===== config.mk =====
export PLATFORM = sky130hd
export DESIGN_NAME = cache_mgmt_unit
export DESIGN_NICKNAME = d
export VERILOG_FILES = /design/src/rtl/cache_mgmt_unit.sv
export SDC_FILE = /design/constraint.sdc
export NUM_CORES = 1
export LEC_CHECK = 0
export ABC_AREA = 1
export CAP_MARGIN = 30
export CORE_MARGIN = 2
export CORE_UTILIZATION = 24
export DETAILED_ROUTE_END_ITERATION = 8
export HOLD_SLACK_MARGIN = 0.08
export PLACE_DENSITY = 0.48
export SLEW_MARGIN = 20
export SYNTH_ARGS = -nofsm -noshare
export SYNTH_HDL_FRONTEND = slang
export SYNTH_SLANG_ARGS = --single-unit

===== constraint.sdc =====
create_clock -name clk -period 2 [get_ports clk]
set_clock_uncertainty 0.1 [all_clocks]
set_input_delay 0.2 -clock clk [delete_from_list [all_inputs] [get_ports clk]]
set_output_delay 0.2 -clock clk [all_outputs]
set_load 0.005 [all_outputs]

===== src/rtl/cache_mgmt_unit.sv =====
`default_nettype none
// ============================================================================
//  Module   : cache_mgmt_unit
//  Purpose  : Controller between the CPU memory stage and a 2-way
//             set-associative cache array. Hits complete through the array's
//             load/edit strobes. Misses write back a dirty victim line
//             word-by-word, refill the line from memory over an ack handshake,
//             then replay the original request so that it hits.
//  Ports    :
//    clk, rst                 clock, synchronous active-high reset
//    addr_rw, en_r, en_w      CPU byte address and read/write requests
//    u_b_h_w, data_w          RV32I funct3 width/sign code, CPU write data
//    data_r, stall, done      CPU read data, hold-request, completion pulse
//    cache_addr/load/edit/store/invalid/ubhw/din   array control
//    cache_hit/valid/dirty/tag/dout                registered array results
//    mem_cs/we/addr/dout, mem_din/ack              word-serial memory port
//    hit_cnt, miss_cnt        free-running wrap-around statistics
//  Revision : 1.0  initial release
// ============================================================================
module cache_mgmt_unit #(
    parameter int ADDR_BITS  = 32,
    parameter int TAG_BITS   = 23,
    parameter int INDEX_BITS = 5,
    parameter int LINE_WORDS = 4
) (
    input  logic                  clk,
    input  logic                  rst,
    // CPU side
    input  logic [ADDR_BITS-1:0]  addr_rw,
    input  logic                  en_r,
    input  logic                  en_w,
    input  logic [2:0]            u_b_h_w,
    input  logic [31:0]           data_w,
    output logic [31:0]           data_r,
    output logic                  stall,
    output logic                  done,
    // cache array side
    output logic [ADDR_BITS-1:0]  cache_addr,
    output logic                  cache_load,
    output logic                  cache_edit,
    output logic                  cache_store,
    output logic                  cache_invalid,
    output logic [2:0]            cache_ubhw,
    output logic [31:0]           cache_din,
    input  logic                  cache_hit,
    input  logic                  cache_valid,
    input  logic                  cache_dirty,
    input  logic [TAG_BITS-1:0]   cache_tag,
    input  logic [31:0]           cache_dout,
    // memory side
    output logic                  mem_cs,
    output logic                  mem_we,
    output logic [ADDR_BITS-1:0]  mem_addr,
    output logic [31:0]           mem_dout,
    input  logic [31:0]           mem_din,
    input  logic                  mem_ack,
    // statistics
    output logic [31:0]           hit_cnt,
    output logic [31:0]           miss_cnt
);

    localparam int OFF_BITS  = ADDR_BITS - TAG_BITS - INDEX_BITS;
    localparam int WSEL_BITS = $clog2(LINE_WORDS);
    localparam logic [WSEL_BITS-1:0] LAST_K = WSEL_BITS'(LINE_WORDS - 1);
    localparam logic [2:0] C_UBHW_WORD = 3'b010;

    typedef enum logic [2:0] {
        S_IDLE   = 3'd0,
        S_LOOKUP = 3'd1,
        S_WB_RD  = 3'd2,
        S_WB_WR  = 3'd3,
        S_FILL   = 3'd4,
        S_REPLAY = 3'd5
    } state_t;

    state_t                 r_state;
    logic [ADDR_BITS-1:0]   r_req_addr;
    logic                   r_req_write;
    logic [2:0]             r_req_ubhw;
    logic [31:0]            r_req_data;
    logic [TAG_BITS-1:0]    r_victim_tag;
    logic [WSEL_BITS-1:0]   r_k;
    logic                   r_replayed;   // current request already refilled once
    logic [31:0]            r_data_hold;  // last read result, shown when no read completes
    logic [31:0]            r_hit_cnt;
    logic [31:0]            r_miss_cnt;

    logic [INDEX_BITS-1:0]  w_req_index;
    logic [TAG_BITS-1:0]    w_req_tag;
    logic [ADDR_BITS-1:0]   w_line_word_addr;
    logic [ADDR_BITS-1:0]   w_fill_addr;
    logic [ADDR_BITS-1:0]   w_wb_addr;
    logic                   w_read_done;

    assign w_req_index      = r_req_addr[OFF_BITS +: INDEX_BITS];
    assign w_req_tag        = r_req_addr[ADDR_BITS-1 -: TAG_BITS];
    assign w_line_word_addr = {r_req_addr[ADDR_BITS-1:OFF_BITS], r_k, 2'b00};
    assign w_fill_addr      = {w_req_tag, w_req_index, r_k, 2'b00};
    assign w_wb_addr        = {r_victim_tag, w_req_index, r_k, 2'b00};

    // ------------------------------------------------------------------
    // Control FSM and datapath registers
    // ------------------------------------------------------------------
    always_ff @(posedge clk) begin
        if (rst) begin
            r_state      <= S_IDLE;
            r_req_addr   <= '0;
            r_req_write  <= 1'b0;
            r_req_ubhw   <= '0;
            r_req_data   <= '0;
            r_victim_tag <= '0;
            r_k          <= '0;
            r_replayed   <= 1'b0;
            r_data_hold  <= '0;
            r_hit_cnt    <= '0;
            r_miss_cnt   <= '0;
        end else begin
            case (r_state)
                S_IDLE: begin
                    // The request is sampled every idle cycle; the copy taken
                    // on the cycle it leaves IDLE is the one that sticks.
                    r_req_addr  <= addr_rw;
                    r_req_write <= en_w;
                    r_req_ubhw  <= u_b_h_w;
                    r_req_data  <= data_w;
                    r_replayed  <= 1'b0;
                    if (en_r | en_w) begin
                        r_state <= S_LOOKUP;
                    end
                end
                S_LOOKUP: begin
                    if (cache_hit) begin
                        // A replayed lookup completes a miss, not a new hit.
                        if (!r_replayed) begin
                            r_hit_cnt <= r_hit_cnt + 32'd1;
                        end
                        if (!r_req_write) begin
                            r_data_hold <= cache_dout;
                        end
                        r_state <= S_IDLE;
                    end else begin
                        if (!r_replayed) begin
                            r_miss_cnt <= r_miss_cnt + 32'd1;
                        end
                        r_victim_tag <= cache_tag;
                        r_k          <= '0;
                        r_state      <= (cache_valid && cache_dirty) ? S_WB_RD : S_FILL;
                    end
                end
                S_WB_RD: begin
                    r_state <= S_WB_WR;
                end
                S_WB_WR: begin
                    if (mem_ack) begin
                        if (r_k == LAST_K) begin
                            r_k     <= '0;
                            r_state <= S_FILL;
                        end else begin
                            r_k     <= r_k + 1'b1;
                            r_state <= S_WB_RD;
                        end
                    end
                end
                S_FILL: begin
                    if (mem_ack) begin
                        if (r_k == LAST_K) begin
                            r_k     <= '0;
                            r_state <= S_REPLAY;
                        end else begin
                            r_k <= r_k + 1'b1;
                        end
                    end
                end
                S_REPLAY: begin
                    r_replayed <= 1'b1;
                    r_state    <= S_LOOKUP;
                end
                default: begin
                    r_state <= S_IDLE;
                end
            endcase
        end
    end

    // ------------------------------------------------------------------
    // Output decode. Everything is held at zero while reset is asserted so
    // an in-flight memory request is withdrawn immediately.
    // ------------------------------------------------------------------
    always_comb begin
        cache_addr  = '0;
        cache_load  = 1'b0;
        cache_edit  = 1'b0;
        cache_store = 1'b0;
        cache_ubhw  = '0;
        cache_din   = '0;
        mem_cs      = 1'b0;
        mem_we      = 1'b0;
        mem_addr    = '0;
        mem_dout    = '0;
        done        = 1'b0;
        if (!rst) begin
            case (r_state)
                S_IDLE: begin
                    cache_addr = addr_rw;
                    cache_load = en_r & ~en_w;
                    cache_edit = en_w;
                    cache_ubhw = u_b_h_w;
                    cache_din  = data_w;
                end
                S_LOOKUP: begin
                    cache_addr = r_req_addr;
                    cache_ubhw = r_req_ubhw;
                    done       = cache_hit;
                end
                S_WB_RD: begin
                    // load=0: the array presents the victim way's word.
                    cache_addr = w_line_word_addr;
                    cache_ubhw = C_UBHW_WORD;
                end
                S_WB_WR: begin
                    cache_addr = w_line_word_addr;
                    cache_ubhw = C_UBHW_WORD;
                    mem_cs     = 1'b1;
                    mem_we     = 1'b1;
                    mem_addr   = w_wb_addr;
                    mem_dout   = cache_dout;
                end
                S_FILL: begin
                    cache_addr  = w_fill_addr;
                    cache_ubhw  = C_UBHW_WORD;
                    cache_store = mem_ack;
                    cache_din   = mem_din;
                    mem_cs      = 1'b1;
                    mem_addr    = w_fill_addr;
                end
                S_REPLAY: begin
                    cache_addr = r_req_addr;
                    cache_load = ~r_req_write;
                    cache_edit = r_req_write;
                    cache_ubhw = r_req_ubhw;
                    cache_din  = r_req_data;
                end
                default: begin
                    cache_addr = '0;
                end
            endcase
        end
    end

    assign w_read_done   = done & ~r_req_write;
    assign data_r        = w_read_done ? cache_dout : r_data_hold;
    assign stall         = (en_r | en_w) & ~done;
    assign cache_invalid = 1'b0;
    assign hit_cnt       = r_hit_cnt;
    assign miss_cnt      = r_miss_cnt;

endmodule
`default_nettype wire

### Yosys cells after proc, flatten, opt, wreduce, memory -nomap -nowiden

Cells that the tools add are included.

* $add $sub $neg: 3
* equal/unequal tests: 12
* multiplexer cells: 36
* bitwise logic cells: 9
* reduce and logical (&&, ||, !) cells: 13

Operators by type and width (number)
* 32-bit 2-to-1 mux: 6
* 32-bit case mux with 3 select lines: 2
* 32-bit by 1-bit adder with 32-bit output (second input constant): 2
* 32-bit case mux with 2 select lines: 1
* 3-bit 2-to-1 mux: 8
* 3-bit case mux with 6 select lines: 1
* 3-bit AND reduction: 4
* 1-bit 2-to-1 mux: 10
* 2-bit != test (second input constant): 5
* 3-bit case mux with 3 select lines: 1
* 3-bit by 2-bit equality test with 1-bit output (second input constant): 2
* 3-bit equality test (second input constant): 2
* 2-bit 2-to-1 mux: 3
* 1-bit case mux with 2 select lines: 3
* 1-bit NOT: 5
* 2-bit case mux with 2 select lines: 1
* 4-bit AND reduction: 1
* 2-bit nonzero test: 2
* 2-bit OR reduction: 2
* 1-bit bitwise AND: 3
* 3-bit by 1-bit equality test with 1-bit output (second input constant): 1
* 3-bit zero test: 1
* 3-bit OR reduction: 1
* 2-bit by 1-bit adder with 2-bit output (second input constant): 1
* 5 further kinds: 5

* bits in registers: 193
* bits of input ports: 162
* output and inout bits: 235
* logic and storage cells: 84

### Depth between registers and ports, before layout

* depth in word-level cells: 5
* gate-level depth with buffers: 10
* gate-level depth less buffers: 9

### Worst setup path before layout

OpenSTA, ideal clock, no wires.

* path kind: register -> register
* from: reg r_hit_cnt[1] (netlist: hit_cnt[1])
* to: reg r_hit_cnt[20] (netlist: hit_cnt[20])
* library setup time: 113 ps
* arrival: 1394 ps
* data required time: 1787 ps
* path slack: 393 ps
* stages on the path, launching flop included: 9
* buffers on the path: 0
* period minus slack after synthesis: 1607 ps
* path through: dfxtp_1 -> ha_1 -> inv_1 -> nor2_1 -> nand3_1 -> nor2_4 -> nand3_1 -> nor2_1 -> nor2_1

* cells in the longest elaborated chain, start to end: 1

Ends and longest elaborated chain
* from (decl): RTL line 85 `logic [31:0] r_hit_cnt;`
* from (signal assigned): RTL line 135 `r_hit_cnt <= r_hit_cnt + 32'd1;`
* 32-bit by 1-bit adder with 32-bit output: RTL line 135

Every way passes these cells.
A chain may end at the register's enable or synchronous reset.

### Final worst setup path

* from: reg r_state[1]
* to: out data_r[21]

* cells in the longest elaborated chain, start to end: 5

Ends and longest elaborated chain
* from (decl): RTL line 76 `state_t r_state;`
* from (signal assigned): RTL line 147 `r_state <= (cache_valid && cache_dirty) ? S_WB_RD : S_FILL;`
* 3-bit by 1-bit equality test with 1-bit output: RTL line 202 `case (r_state)`
* 1-bit 2-to-1 mux: RTL line 202
* 1-bit 2-to-1 mux: RTL line 201 `if (!rst) begin`
* 1-bit bitwise AND: RTL line 250 `assign w_read_done = done & ~r_req_write;`
* 32-bit 2-to-1 mux: RTL line 251 `assign data_r = w_read_done ? cache_dout : r_data_hold;`
* to (decl): RTL line 34 `output logic [31:0] data_r,`

Every way passes these cells.

==> impl_metrics.env <==
export IMPL_syn_inst=1598
export IMPL_fmax_mhz=440
export IMPL_ys_seq_area_share_pct=38.9
export IMPL_post_place_ws_ns=-0.422
export IMPL_synthArstFlopShare_pct=0
export IMPL_stdcell_area_mm2=0.0183
export IMPL_yosysMostFrequentCell="nand2_1"
export IMPL_drive_gt1_share_pct=31.9
export IMPL_crit_path_end_kind="output port"
export IMPL_relSlewSlack_pct=55.8
export IMPL_first_pass_iters=4
export IMPL_synth_area_per_cell_um2=6.22
export IMPL_gp_congestion=0.847
export IMPL_hpwl_mm=30.7
export IMPL_powerDensity_mw_per_mm2=722
export IMPL_grt_max_degree=53
export IMPL_clockRootBuffer="clkbuf_16"
export IMPL_grt_setup_unrepaired="true"
export IMPL_tightest_slew_ns=0.664
export IMPL_netlist_area_mm2=0.00993
export IMPL_path_cells="buf_6 -> nor2_4 -> nand3_2 -> nor2_4 -> buf_6 -> buf_6 -> buf_12 -> nand2_2 -> o21ai_1 -> buf_2"
export IMPL_totalWireLength_mm=45.8
export IMPL_antenna_found_initial=6
export IMPL_regToRegSetupSlack_ns=0.13
export IMPL_drt_iter0_markers=477
export IMPL_synth_ff_type="dfxtp_1"
export IMPL_fin_util_pct=44.9
export IMPL_arrival_ns=1.97
export IMPL_fin_cells=2723
export IMPL_synthTopCellsByCount="nand2_1, nor2_1, dfxtp_1"
export IMPL_io_pins=397
export IMPL_grt_pass1_vias=12500
export IMPL_numCtsBuffers=17
export IMPL_synth_edff_count=0
export IMPL_clock_path_buffers=2
export IMPL_path_common_cell="buf_6"
export IMPL_yosysTopAreaCellShare_pct=38.9
export IMPL_ant_nets=0
export IMPL_initial_core_util_pct=24.3
export IMPL_viasPerCell=4.55
export IMPL_violations="negative setup slack"
export IMPL_dieArea_mm2=0.0430
export IMPL_path_class="reg2out"
export IMPL_status="finished with violations"
export IMPL_dpl_cell_area_mm2=0.0154
export IMPL_dieWidth_um=207
export IMPL_synth_area_leader_cell="dfxtp_1"
export IMPL_vdd_drop_max_uv=515
export IMPL_critical_path_max_fanout=8
export IMPL_setup_ws_ns=-0.271
export IMPL_hp_class="in2reg"
export IMPL_htree_num_levels=4
export IMPL_clk_pin_slew_ns=0.08
export IMPL_rows=74
export IMPL_cp_required_ns=1.70
export IMPL_leakagePower_nw=8.33
export IMPL_max_stage_delay_ns=0.37
export IMPL_wl_per_cell_um=16.8
export IMPL_grt_pass1_wl_mm=69.8
export IMPL_slowest_stage="dfxtp_4"
export IMPL_setup_viol=161
export IMPL_fp_coreArea_mm2=0.0408
export IMPL_ys_types=34
export IMPL_worstSkewPairLatency_ns=0.45
export IMPL_fin_crit_ns=2.27
export IMPL_port_buffers=393
export IMPL_synth_seq_cells=193
export IMPL_tritoncts="done"
export IMPL_dp_cells=2577
export IMPL_hold_viol_final=0
export IMPL_start_kind="register"
export IMPL_slew_viol_final=0
export IMPL_synth_area_leaders="dfxtp_1, nand2_1, o21ai_0, nor2_1, inv_1"
export IMPL_clock_sinks=193
export IMPL_fin_crit_sh_pct=114
export IMPL_grt_ovfl_total=0
export IMPL_maxCapViolations=0
export IMPL_route_detailed_drc=0
export IMPL_nNetsFinal=2337
export IMPL_syn_to_final_growth_pct=84.4
export IMPL_grt_usage_pct=20.7
export IMPL_die_h_um=207
export IMPL_dr_total_vias=12400
export IMPL_yosysWarnings=0
export IMPL_num_fill_cells=4180
-- path summary, 6_finish.rpt --
check,start,endpoint,depth (start not counted)
setup / recovery,r_state[1]$_SDFFE_PP0P_,data_r[21],10
hold / removal,rst,r_req_ubhw[2]$_SDFFE_PP0N_,3
setup reg to reg,r_state[1]$_SDFFE_PP0P_,hit_cnt[5]$_SDFFE_PP0P_,11
hold reg to reg,r_req_data[30]$_SDFFE_PP0N_,r_req_data[30]$_SDFFE_PP0N_,2
-- stage by stage --
step	setup TNS [ns]	power [mW]	hold WS [ns]
after global routing	-43.69	13.9	0.137
after global placement	-34.03	8.00	0.348
final	-25.96	13.2	0.143
after detailed placement	-30.24	8.01	0.353
after floorplan	0	5.86	0.226
after CTS	-32.89	12.9	0.107
-- power by group --
part           leakage (nW)  switching [mW]  total [mW]  internal (mW)
clock network         0.284            1.73        3.63           1.89
registers              1.58           0.228        4.44           4.21
logic                  6.46            2.42        5.16           2.75
total                  8.33            4.38        13.2           8.85
-- worst max-delay path, delay by kind of cell, from the launching register on --
family | cells | cell delay [ns]
compound gates | 1 | 0.07
flops | 1 | 0.37
simple gates | 4 | 0.40
buf+inv | 5 | 0.66
-- sequential cells by signal, indices dropped and copies added, names as in the netlist --
register      flops
miss_cnt         32
r_data_hold      32
r_req_data       32
r_req_addr       32
r_req_ubhw        3
r_req_write       1
r_state           3
r_k               2
r_victim_tag     23
hit_cnt          32
r_replayed        1
-- cell type report --
class | instances | area, um2 | share of cell area [%]
well taps | 532 | 666 | 3.63
repair buffers | 633 | 6220 | 34.0
clock inverters | 14 | 150 | 0.820
flip-flops and latches | 193 | 3870 | 21.2
diodes | 6 | 15.0 | 0.0820
clock buffers | 18 | 439 | 2.40
inverters | 170 | 671 | 3.66
multi-input cells | 1157 | 6280 | 34.3
-- metal layers --
metal  track usage, %  share of wire [%]  vias up
met5                0                  0        -
met4             9.70                3.5        0
met1             22.5                 39     5741
met3             6.31                6.8       65
met2             36.6                 50      353
li1                 -                  -     6239
-- timing repair --
action | in CTS | in global routing
setup buffers | 76 | 23
hold buffers | 1 | 0
resized for setup | 937 | 204
pin swaps | 38 | 33
endpoints found under the setup margin | 195 | 248
endpoints found under the hold margin | 5 | 0
gates cloned | 21 | 1
-- cell usage in the layout (no fill, tap or decap), types with 22 or more instances in the layout --
master	synthesis	routed
a21oi_1	74	67
buf_12	0	33
buf_2	27	125
buf_4	7	135
buf_6	1	55
clkdlybuf4s15_2	0	25
clkdlybuf4s50_1	0	224
dfxtp_1	193	190
inv_1	164	156
nand2_1	481	366
nand2_2	2	47
nand2_4	0	69
nand3_1	109	71
nand3_2	1	36
nand4_1	22	22
nor2_1	228	213
o21ai_0	171	121
o21ai_2	0	47
-- cells by family (layout without fill, tap and decap cells) --
kind of cell             Yosys count  count (layout)  synth area share (%)
AND/OR/NAND/NOR                  876             876                  36.2
other                              1               9                0.0377
buffers and inverters            250             835                  10.1
flip-flops                       193             193                  38.9
AO/OA/AOI/OAI                    266             266                  13.6
XOR/XNOR                           9               9                 0.793
adder cells (fa/ha/maj)            3               3                 0.378
(Power assumes the default switching activity.)
